## config.mk

```make
export PLATFORM = sky130hd
export DESIGN_NAME = fetch_cycle_flat
export DESIGN_NICKNAME = d
export VERILOG_FILES = /design/src/rtl/fetch_cycle_if.sv /design/src/rtl/fetch_cycle.sv /design/src/flat_wrapper.sv
export SDC_FILE = /design/constraint.sdc
export NUM_CORES = 1
export LEC_CHECK = 0
export CAP_MARGIN = 20
export CELL_PAD_IN_SITES_DETAIL_PLACEMENT = 1
export CELL_PAD_IN_SITES_GLOBAL_PLACEMENT = 1
export CORE_MARGIN = 4
export CORE_UTILIZATION = 41
export DETAILED_ROUTE_END_ITERATION = 7
export MAX_ROUTING_LAYER = met4
export PLACE_DENSITY = 0.85
export SYNTH_ARGS = -nofsm -noshare
export SYNTH_HDL_FRONTEND = slang
export SYNTH_SLANG_ARGS = --single-unit
```

## constraint.sdc

```tcl
create_clock -name clk -period 9.6 [get_ports clk]
set_input_delay 1.92 -clock clk [delete_from_list [all_inputs] [get_ports clk]]
set_output_delay 1.92 -clock clk [all_outputs]
set_load 0.005 [all_outputs]
```

## src/rtl/fetch_cycle_if.sv

```systemverilog
// ---------------------------------------------------------------------------
// fetch_cycle_if
// Purpose : instruction-memory request/response bus between the fetch stage
//           and instruction memory.
// Signals : imem_req   - fetch request (fetch -> memory)
//           imem_addr  - word-aligned byte address (fetch -> memory)
//           imem_rdata - instruction word, valid with imem_ready (memory -> fetch)
//           imem_ready - memory completes the request this cycle (memory -> fetch)
// Modports: master = fetch stage, slave = instruction memory.
// ---------------------------------------------------------------------------
interface fetch_cycle_if;
  logic        imem_req;
  logic [31:0] imem_addr;
  logic [31:0] imem_rdata;
  logic        imem_ready;

  modport master (output imem_req, output imem_addr,
                  input  imem_rdata, input imem_ready);
  modport slave  (input  imem_req, input imem_addr,
                  output imem_rdata, output imem_ready);
endinterface

```

## src/rtl/fetch_cycle.sv

```systemverilog
// ---------------------------------------------------------------------------
// fetch_cycle
// Purpose : instruction-fetch pipeline stage. Holds the PC, issues word reads
//           over a req/ready handshake, owns the IF/ID register plus a
//           one-entry skid buffer, follows jump/branch redirects from decode
//           and suspends fetching after a stop instruction (bit 31 set).
// Ports   : clk, rst          - clock, asynchronous active-high reset
//           imem              - instruction memory bus (master side)
//           i_id_stall        - decode cannot accept; IF/ID holds
//           i_redirect_valid  - decode instruction valid; qualifies i_pc_src
//           i_pc_src          - 0x sequential, 10 jump, 11 branch/return
//           i_jump_address    - target for pc_src=10
//           i_branch_target   - target for pc_src=11
//           o_instruction     - IF/ID instruction word
//           o_pc_out          - address the instruction was fetched from
//           o_if_valid        - IF/ID holds a live instruction
//           o_halted          - stop instruction fetched, fetching suspended
// ---------------------------------------------------------------------------
module fetch_cycle #(
  parameter logic [31:0] RESET_PC = 32'h00000000
) (
  input  logic               clk,
  input  logic               rst,
  fetch_cycle_if.master      imem,
  input  logic               i_id_stall,
  input  logic               i_redirect_valid,
  input  logic [1:0]         i_pc_src,
  input  logic [31:0]        i_jump_address,
  input  logic [31:0]        i_branch_target,
  output logic [31:0]        o_instruction,
  output logic [31:0]        o_pc_out,
  output logic               o_if_valid,
  output logic               o_halted
);

  // FULL means the skid buffer holds a word, so no separate skid valid bit.
  typedef enum logic [2:0] {IDLE, FETCH, FULL, DRAIN, HALT} state_t;

  state_t      r_state;
  logic [31:0] r_pc;
  logic [31:0] r_addr;
  logic        r_req;
  logic [31:0] r_skid;
  logic [31:0] r_skidPc;
  logic [31:0] r_instruction;
  logic [31:0] r_pcOut;
  logic        r_ifValid;
  logic        r_halted;

  logic        w_redirect;
  logic [31:0] w_target;
  logic [31:0] w_pcPlus4;
  logic        w_slotFree;

  // Redirect is only honoured when decode is actually advancing.
  assign w_redirect = i_redirect_valid && i_pc_src[1] && !i_id_stall;
  assign w_target   = (i_pc_src[0] ? i_branch_target : i_jump_address) & 32'hFFFF_FFFC;
  assign w_pcPlus4  = r_pc + 32'd4;
  assign w_slotFree = !r_ifValid || !i_id_stall;

  // Single FSM: PC, request register, IF/ID register, skid buffer and halt
  // flag all move together. The request address is a register that only
  // follows the PC when a new request begins, which keeps it stable while a
  // request is outstanding (including the DRAIN case after a redirect).
  always_ff @(posedge clk or posedge rst) begin
    if (rst) begin
      r_state       <= IDLE;
      r_pc          <= RESET_PC;
      r_addr        <= RESET_PC;
      r_req         <= 1'b0;
      r_skid        <= 32'd0;
      r_skidPc      <= 32'd0;
      r_instruction <= 32'd0;
      r_pcOut       <= 32'd0;
      r_ifValid     <= 1'b0;
      r_halted      <= 1'b0;
    end else begin
      // Decode consumes the IF/ID entry whenever it is not stalled; a load
      // below overrides this.
      if (!i_id_stall) r_ifValid <= 1'b0;

      case (r_state)
        IDLE: begin
          r_state <= FETCH;
          r_req   <= 1'b1;
          r_addr  <= r_pc;
        end

        FETCH: begin
          if (w_redirect) begin
            // Redirect wins over a word arriving this cycle.
            r_pc      <= w_target;
            r_ifValid <= 1'b0;
            if (imem.imem_ready) r_addr <= w_target;
            else                 r_state <= DRAIN;
          end else if (imem.imem_ready) begin
            r_pc <= w_pcPlus4;
            if (w_slotFree) begin
              r_instruction <= imem.imem_rdata;
              r_pcOut       <= r_pc;
              r_ifValid     <= 1'b1;
              if (imem.imem_rdata[31]) begin
                r_state  <= HALT;
                r_halted <= 1'b1;
                r_req    <= 1'b0;
              end else begin
                r_addr <= w_pcPlus4;
              end
            end else begin
              r_skid   <= imem.imem_rdata;
              r_skidPc <= r_pc;
              r_state  <= FULL;
              r_req    <= 1'b0;
            end
          end
        end

        FULL: begin
          if (w_redirect) begin
            r_pc      <= w_target;
            r_ifValid <= 1'b0;
            r_state   <= FETCH;
            r_req     <= 1'b1;
            r_addr    <= w_target;
          end else if (!i_id_stall) begin
            r_instruction <= r_skid;
            r_pcOut       <= r_skidPc;
            r_ifValid     <= 1'b1;
            if (r_skid[31]) begin
              r_state  <= HALT;
              r_halted <= 1'b1;
            end else begin
              r_state <= FETCH;
              r_req   <= 1'b1;
              r_addr  <= r_pc;
            end
          end
        end

        DRAIN: begin
          // The old request must complete; its data is thrown away.
          if (w_redirect) begin
            r_pc      <= w_target;
            r_ifValid <= 1'b0;
          end
          if (imem.imem_ready) begin
            r_state <= FETCH;
            r_addr  <= w_redirect ? w_target : r_pc;
          end
        end

        HALT: begin
          // The stop instruction was on a wrong path if decode redirects.
          if (w_redirect) begin
            r_pc      <= w_target;
            r_ifValid <= 1'b0;
            r_halted  <= 1'b0;
            r_state   <= FETCH;
            r_req     <= 1'b1;
            r_addr    <= w_target;
          end
        end

        default: begin
          r_state <= IDLE;
          r_req   <= 1'b0;
        end
      endcase
    end
  end

  assign imem.imem_req  = r_req;
  assign imem.imem_addr = r_addr;
  assign o_instruction  = r_instruction;
  assign o_pc_out       = r_pcOut;
  assign o_if_valid     = r_ifValid;
  assign o_halted       = r_halted;

endmodule

```

## src/flat_wrapper.sv

```systemverilog
// flat-port wrapper written by rule: the top's interface ports become plain ports
module fetch_cycle_flat 
#(
  parameter logic [31:0] RESET_PC = 32'h00000000
)
  (clk, rst, i_id_stall, i_redirect_valid, i_pc_src, i_jump_address, i_branch_target, o_instruction, o_pc_out, o_if_valid, o_halted, imem_imem_req, imem_imem_addr, imem_imem_rdata, imem_imem_ready);
  fetch_cycle_if imem_i ();
  input  logic clk;
  input  logic rst;
  input  logic i_id_stall;
  input  logic i_redirect_valid;
  input  logic [1:0] i_pc_src;
  input  logic [31:0] i_jump_address;
  input  logic [31:0] i_branch_target;
  output logic [31:0] o_instruction;
  output logic [31:0] o_pc_out;
  output logic o_if_valid;
  output logic o_halted;
  output wire logic [$bits(imem_i.imem_req)-1:0] imem_imem_req;
  output wire logic [$bits(imem_i.imem_addr)-1:0] imem_imem_addr;
  input wire logic [$bits(imem_i.imem_rdata)-1:0] imem_imem_rdata;
  input wire logic [$bits(imem_i.imem_ready)-1:0] imem_imem_ready;
  assign imem_imem_req = imem_i.imem_req;
  assign imem_imem_addr = imem_i.imem_addr;
  assign imem_i.imem_rdata = imem_imem_rdata;
  assign imem_i.imem_ready = imem_imem_ready;
  fetch_cycle #(.RESET_PC(RESET_PC)) u_core (.clk(clk), .rst(rst), .imem(imem_i), .i_id_stall(i_id_stall), .i_redirect_valid(i_redirect_valid), .i_pc_src(i_pc_src), .i_jump_address(i_jump_address), .i_branch_target(i_branch_target), .o_instruction(o_instruction), .o_pc_out(o_pc_out), .o_if_valid(o_if_valid), .o_halted(o_halted));
endmodule
```

# [Yosys cells after proc, flatten, opt, wreduce, memory -nomap -nowiden]
# Cells that the tools add are included.
[op_classes] bitwise_logic=3 muxes=65 eq_ne=21 n_reduce_logical=19 addsub=1
[ops] op="32-bit two-way mux" n=24
[ops] op="32-bit one-hot mux with 2 select lines" n=3
[ops] op="32-bit one-hot mux with 5 select lines" n=1
[ops] op="32-bit by 3-bit adder with 32-bit output (second input constant)" n=1
[ops] op="3-bit two-way mux" n=10
[ops] op="1-bit two-way mux" n=23
[ops] op="3-bit one-hot mux with 5 select lines" n=1
[ops] op="2-bit != test (second input constant)" n=6
[ops] op="6-bit AND reduction" n=2
[ops] op="3-bit by 2-bit != test with 1-bit output (second input constant)" n=3
[ops] op="3-bit != test (second input constant)" n=3
[ops] op="9-bit AND reduction" n=1
[ops] op="8-bit AND reduction" n=1
[ops] op="7-bit AND reduction" n=1
[ops] op="3-bit by 2-bit == test with 1-bit output (second input constant)" n=2
[ops] op="2-bit by 1-bit != test with 1-bit output (second input constant)" n=3
[ops] op="1-bit one-hot mux with 3 select lines" n=2
[ops] op="1-bit one-hot mux with 5 select lines" n=1
[ops] op="5-bit nonzero test" n=1
[ops] op="4-bit by 3-bit != test with 1-bit output (second input constant)" n=1
[ops] op="4-bit AND reduction" n=1
[ops] op="2-bit nonzero test" n=2
[ops] op="3-bit by 1-bit == test with 1-bit output (second input constant)" n=1
[ops] op="3-bit == test (second input constant)" n=1
[ops] op="other kinds (10)" n=14
[totals] output_inout_bits=99 input_bits=103 reg_bits=198

# [Logic depth before layout (Yosys ltp)]
# Gate-level depths: netlist of the first run.
[depth] word_depth=6 depth_mapped=9 mapped_depth_nobuf=6

# [Least setup slack after synthesis of the first run]
# OpenSTA, ideal clock, no wires.
[synth_timing] path_kind="input to register" start="in i_id_stall" end="reg u_core.r_addr[11] (netlist: u_core.imem.imem_addr[11])" arrival_time_ns=3.399 required_time_ns=9.461 setup_ns=0.139 path_slack_ns=6.062 path_stages=7 path_cell_list="buf_4 > and3b_1 > buf_6 > nor2_1 > a221o_2 > a2111oi_0 > a211oi_1"
[synth_via] elab_chain_len=5 word_cells_on_any_way=14 cone_classes="eq/ne (5); mux (5); reduce/logical (4)"
[synth_lines] element="from (decl)" line_no="flat_wrapper.sv:10" rtl="input logic i_id_stall;"
[synth_lines] element="1-bit zero test" line_no="fetch_cycle.sv:56, fetch_cycle.sv:59"
[synth_lines] element="1-bit logical AND" line_no="fetch_cycle.sv:56" rtl="assign w_redirect = i_redirect_valid && i_pc_src[1] && !i_id_stall;"
[synth_lines] element="32-bit two-way mux"
[synth_lines] element="32-bit two-way mux" line_no="fetch_cycle.sv:146" rtl="if (imem.imem_ready) begin"
[synth_lines] element="32-bit one-hot mux with 5 select lines" line_no="fetch_cycle.sv:82" rtl="case (r_state)"
[synth_lines] element="to (signal assigned)" line_no="fetch_cycle.sv:86" rtl="r_addr <= r_pc;"
[synth_lines] element="to (signal assigned)" line_no="fetch_cycle.sv:94" rtl="if (imem.imem_ready) r_addr <= w_target;"
[synth_lines] element="to (signal assigned)" line_no="fetch_cycle.sv:148" rtl="r_addr <= w_redirect ? w_target : r_pc;"
[synth_lines] element="to (decl)" line_no="fetch_cycle.sv:41" rtl="logic [31:0] r_addr;"
# Parallel ways exist; a longest one is shown, timed or not. The select of a mux whose other input is x is not followed.
# A chain may end at the register's enable or synchronous reset.

# [Final worst setup path of the first run]
# Ends and elaborated chain as after synthesis.

==> impl_metrics.toml, run 1 <==
[outcome]
outcome = "finished, final reports clean"

[route]
wl_per_cell_um = 22.36
antenna_left = 0
drtIter0Drc = 928
drc = 0
drtPass1Iterations = 7
drt_wl_total_um = 38080
vias = 10269
viasPerCell = 6.030

[synthesis]
avgSynthCellArea_um2 = 9.453
synth.cell_area_mm2 = 0.01136
syn_inst = 1202
ys_types = 80
synth_area_leaders = "dfrtp_1 44%, mux2_2 7.4%, mux2i_1 7.2%, o21ai_0 5.7%, nand2_1 4.3%"
synth_most_common_cell = "dfrtp_1"
synth_top_area_cell = "dfrtp_1"
synth_common_cells = "198 x dfrtp_1, 130 x nand2_1, 130 x o21ai_0"
ys_seq_area_share_pct = 43.61
ys_seq_elements = 198
synth_ff_type = "dfrtp_1"
synth_edf_count = 0
yosysWarnings = 0
synthArstFlopShare_pct = 100.0
synth_top_area_share_pct = 43.61
syn-num-nets = 1306

[global_route]
grt_pass1_wl_um = 60500
overflow = 0
grt.total_usage_pct = 25.40
grt_pass1_vias = 10693
antenna_found_initial = 0
grt_max_degree = 134

[clocking]
ctsHoldBuffers = 0
clock-sinks = 198
cts_root_buf = "clkbuf_16"
cts_setup_buffers = 0
clock_latency_ns = 0.45
clockBufferDepth = 2
cts-resized-gates = 0
cts_tree = "built"
cts_made_buffers = 17
clk_pin_slew_ns = 0.08
h-tree-depth = 4

[placement]
placed_cells = 1671
hpwl_um = 25340
port_buffers = 197
gp_congestion = 0.8596

[cells_and_area]
antenna_cells = 0
layout-drive-gt1-share_pct = 11.80
final_cells = 1703
synthToLayoutAreaGrowth_pct = 23.85
nNetsFinal = 1422
final_util_pct = 51.93

[job]
drv_cap = 0

[setup_path]
slowest_stage = "a221o_2"
worstPathCellList = "clkdlybuf4s50_1 -> and3b_2 -> buf_4 -> nor2_1 -> a221o_2 -> a2111oi_0 -> a211oi_1"
path_class = "in2reg"
required_ns = 9.91
worstPathMaxFanout = 80
cp_num_buf_inv = 2
cp-end-kind = "flip-flop"
start_kind = "input port"
cp.arrival_ns = 5.28
slowest_delay_ns = 0.80
cp_top_family = "compound AO/OA/AOI/OAI gates"

[timing]
setup_viol = 0
setup_tns_ns = 0
finalMaxSlewViolations = 0
max_freq_mhz = 201.1
worst_slew_pin_slew_ns = 1.092
final.setup_skew_ns = 0.01550
final.min_clock_period_ns = 4.973
relSlewSlack_pct = 26.93
rsz0062_at_grt = "no"
hold_violations = 0
whs_ns = 0.4692
post-route-period-util_pct = 51.81

[floorplanning]
rows = 60
die_area_mm2 = 0.03044
die_w_um = 174.5
core_mm2 = 0.02710
chipHeight_um = 174.5
io_pins = 202
initial_utilization_pct = 41.93

[min_path]
hp-class = "reg2reg"

[pwr]
ir_worst_vdd_uv = 187.6
powerDensity_mw_per_mm2 = 352.3
p_leak_nw = 5.974
## state kept, by name, indices dropped and copies added (netlist names)
register	cells
u_core.imem.imem_addr	32
u_core.imem.imem_req	1
u_core.o_halted	1
u_core.o_if_valid	1
u_core.o_instruction	32
u_core.o_pc_out	32
u_core.r_pc	32
u_core.r_skid	32
u_core.r_skidPc	32
u_core.r_state	3
## final cells by class
class	instances	area, um2
fill	3026	13030
multi-input combinational	870	5842
sequential	198	4955
timing repair buffer	214	2102
tap	372	465.4
clock buffer	17	425.4
clock inverter	15	211.5
inverter	17	71.32
## cells in the final DEF, fill, tap and decap left out, types with 5 or more instances in the layout
cell / Yosys / routed
a211o_1: 7 / 7
a211oi_1: 22 / 22
a21oi_1: 58 / 58
a22o_1: 6 / 6
a2bb2oi_1: 8 / 8
a31o_2: 5 / 5
a31oi_1: 24 / 24
a32oi_1: 11 / 11
and2_1: 14 / 14
and3_1: 11 / 11
buf_4: 7 / 16
clkbuf_16: 0 / 17
clkdlybuf4s50_1: 0 / 196
dfrtp_1: 198 / 198
inv_1: 17 / 16
mux2_2: 75 / 75
mux2i_1: 82 / 82
nand2_1: 130 / 130
nand2b_1: 6 / 6
nand3_1: 29 / 29
nand4_1: 25 / 25
nor2_1: 62 / 60
nor2b_1: 9 / 9
nor3_1: 32 / 32
nor4_1: 9 / 9
o21ai_0: 130 / 130
o21ai_1: 6 / 5
o22a_1: 10 / 10
o22ai_1: 8 / 8
o31ai_1: 5 / 5
## per-stage QoR
step	setup WS, ns	cell area [um2]	power [mW]
after CTS	4.654	14070	4.965
after global routing	4.499	14070	5.296
after global placement	4.352	13420	4.004
final	4.627	14070	4.958
after detailed placement	4.224	13440	4.150
after floorplan	2.283	11360	3.127
## metal layers
metal  share of wire, %  track usage (%)
met1                 44            33.61
met3                5.6            3.132
met4                2.9            8.809
met2                 48            40.54
met5                  0                -
## worst paths after layout
kind                                             end  slack [ns]                startpoint  cells past startpoint
max                        u_core.imem.imem_addr[11]        4.63                i_id_stall                      7
min                         u_core.imem.imem_addr[1]        0.47  u_core.imem.imem_addr[1]                      2
max reg2reg                 u_core.o_instruction[27]        6.37         u_core.r_state[2]                      5
min reg2reg                 u_core.imem.imem_addr[1]        0.47  u_core.imem.imem_addr[1]                      2
max in group asynchronous        u_core.r_skidPc[15]        5.99                       rst                      3
min in group asynchronous    u_core.o_instruction[5]        2.06                       rst                      2
## tightest hold or removal path: stages (launching register included)
cell and delay, ns:
dfrtp_1 0.35, nand2_1 0.05, nand2_1 0.05
## logic make-up (layout without fill, tap and decap cells)
family                     after synthesis  in the layout  synth area share [%]
xor gates and xnor gates                 6              6                0.4626
DFF                                    198            198                 43.61
muxes                                  157            157                 14.66
buffers and inverters                  134            263                 5.308
AOI/OAI and AO/OA                      354            354                 20.42
and+or+nand+nor                        352            352                 15.44
adders and majority gates                1              1                0.1101
## power by group
part / switching [mW] / internal (mW) / leakage (nW) / total [mW]
registers: 0.435 / 1.24 / 2.42 / 1.67
clock network: 0.365 / 0.424 / 0.306 / 0.788
logic: 1.39 / 1.11 / 3.25 / 2.50
total: 2.19 / 2.77 / 5.97 / 4.96
Note: power is estimated with default switching activity, not from simulation.
==> inputs of run 2 (changes only) <==
--- a/config.mk
+++ b/config.mk
@@ -9,10 +9,10 @@
 export CELL_PAD_IN_SITES_DETAIL_PLACEMENT = 1
 export CELL_PAD_IN_SITES_GLOBAL_PLACEMENT = 1
 export CORE_MARGIN = 4
-export CORE_UTILIZATION = 41
+export CORE_UTILIZATION = 37
 export DETAILED_ROUTE_END_ITERATION = 7
 export MAX_ROUTING_LAYER = met4
-export PLACE_DENSITY = 0.85
+export PLACE_DENSITY = 0.81
 export SYNTH_ARGS = -nofsm -noshare
 export SYNTH_HDL_FRONTEND = slang
 export SYNTH_SLANG_ARGS = --single-unit
==> constraint.sdc (replaced) <==
create_clock -name clk -period 4.55 [get_ports clk]
set_input_delay 0.91 -clock clk [delete_from_list [all_inputs] [get_ports clk]]
set_output_delay 0.91 -clock clk [all_outputs]
set_load 0.005 [all_outputs]
==> impl_metrics.toml, run 2 (synthesized netlist as in run 1, its figures left out) <==
[clocking]
cts_setup_buffers = 0
clk_pin_slew_ns = 0.08
clock-sinks = 198
cts_root_buf = "clkbuf_16"
ctsHoldBuffers = 0
cts_tree = "built"
clock_latency_ns = 0.45
cts-resized-gates = 0
h-tree-depth = 4
cts_made_buffers = 17
clockBufferDepth = 2

[cells_and_area]
synthToLayoutAreaGrowth_pct = 25.29
final_common_cell = "dfrtp_1"
final_cells = 1733
nNetsFinal = 1433
layout-drive-gt1-share_pct = 12.52
final_cell_mix = "198 x dfrtp_1, 196 x clkdlybuf4s50_1, 130 x nand2_1, 130 x o21ai_0, 82 x mux2i_1"
final_util_pct = 47.53

[global_route]
grt_max_degree = 131
antenna_found_initial = 0
grt_pass1_vias = 10814
overflow = 0
grt_pass1_wl_um = 61260
grt.total_usage_pct = 23.53

[placement]
place_ws_ns = 1.163
gp_congestion = 0.8907
placed_cells = 1699
hpwl_um = 26990
port_buffers = 197

[timing]
setup_ws_ns = 1.271
hold_violations = 0
final.min_clock_period_ns = 3.279
worst_slew_pin_slew_ns = 1.158
setup_viol = 0
final.setup_skew_ns = 0.01966
rsz0062_at_grt = "no"
finalMaxSlewViolations = 0
post-route-period-util_pct = 72.07
relSlewSlack_pct = 22.52
setup_tns_ns = 0
max_freq_mhz = 304.9

[setup_path]
cp_top_family = "simple AND/OR/NAND/NOR gates"
cp-end-kind = "flip-flop"
worstPathCellList = "ha_1 -> nand4_1 -> nor4_2 -> a21boi_0 -> o21ai_0 -> a211oi_1"
worstPathMaxFanout = 12
cp.arrival_ns = 3.58
slowest_delay_ns = 0.98
cp_num_buf_inv = 0
start_kind = "flip-flop"
required_ns = 4.85
slowest_stage = "nor4_2"
path_class = "reg2reg"

[route]
wl_per_cell_um = 22.69
drc = 0
wl_met2_um = 18830
antenna_left = 0
drtIter0Drc = 847
drt_wl_total_um = 39320
met1_length_um = 16960
drtPass1Iterations = 5
highest_layer = "met4"
wl_met3_um = 2439
viasPerCell = 6.010
vias = 10415

[min_path]
hp-class = "reg2reg"

[floorplanning]
rows = 63
initial_utilization_pct = 37.93
core_mm2 = 0.02995
io_pins = 202
chipHeight_um = 183.2
die_w_um = 183.2
die_area_mm2 = 0.03358

[pwr]
powerDensity_mw_per_mm2 = 740.6
p_leak_nw = 6.045
p_total_mw = 10.54
ir_worst_vdd_uv = 448.9

[outcome]
outcome = "finished, final reports clean"

[job]
drv_cap = 0
## run 2: cell types whose count changed in the layout (fill, tap and decap cells not counted), moves of 2 or more
cell | previous run | this run
buf_4 | 16 | 22
clkinv_8 | 2 | 7
inv_6 | 4 | 2
buf_12 | 0 | 5
bufinv_16 | 3 | 1
## run 2: through the flow
step,hold WS (ns),instance area (um2)
global route,0.5044,14230
global placement,0.4547,13580
detailed placement,0.4646,13580
CTS,0.4832,14220
floorplan,0.4628,11370
finish,0.4772,14240
## run 2: layer usage
layer  up-vias  global-route usage (%)
met5         -                       -
met4         0                   8.462
met3        84                   3.590
met2       418                   38.26
met1      5242                   29.97
li1       4671                       -
## run 2: worst register-to-register path, cell delays in order, from the launching register on
cell,delay [ns]
dfrtp_1,0.72
ha_1,0.38
nand4_1,0.30
nor4_2,0.98
a21boi_0,0.23
o21ai_0,0.41
a211oi_1,0.13
## run 2: final timing paths
check	start	end	slack, ns	cells after the start
worst min register to register	u_core.imem.imem_addr[1]	u_core.imem.imem_addr[1]	0.48	2
worst max-delay path	u_core.r_pc[2]	u_core.imem.imem_addr[24]	1.27	6
max in group asynchronous	rst	u_core.r_pc[20]	2.91	3
min in group asynchronous	rst	u_core.o_instruction[30]	0.97	3
worst min-delay path	u_core.imem.imem_addr[1]	u_core.imem.imem_addr[1]	0.48	2
worst max register to register	u_core.r_pc[2]	u_core.imem.imem_addr[24]	1.27	6
## run 2: power breakdown
group	total, mW	switching (mW)	internal (mW)	leakage [nW]
logic	5.40	3.00	2.40	3.32
registers	3.52	0.914	2.61	2.42
clock network	1.62	0.817	0.804	0.307
## run 2: cell type report
type / count / area (um2)
Fill cell: 3346 / 15720
Multi-Input combinational cell: 870 / 5842
Sequential cell: 198 / 4955
Timing Repair Buffer: 225 / 2247
Tap cell: 390 / 488.0
Clock buffer: 17 / 425.4
Clock inverter: 15 / 209.0
Inverter: 17 / 67.56
Antenna cell: 1 / 2.502
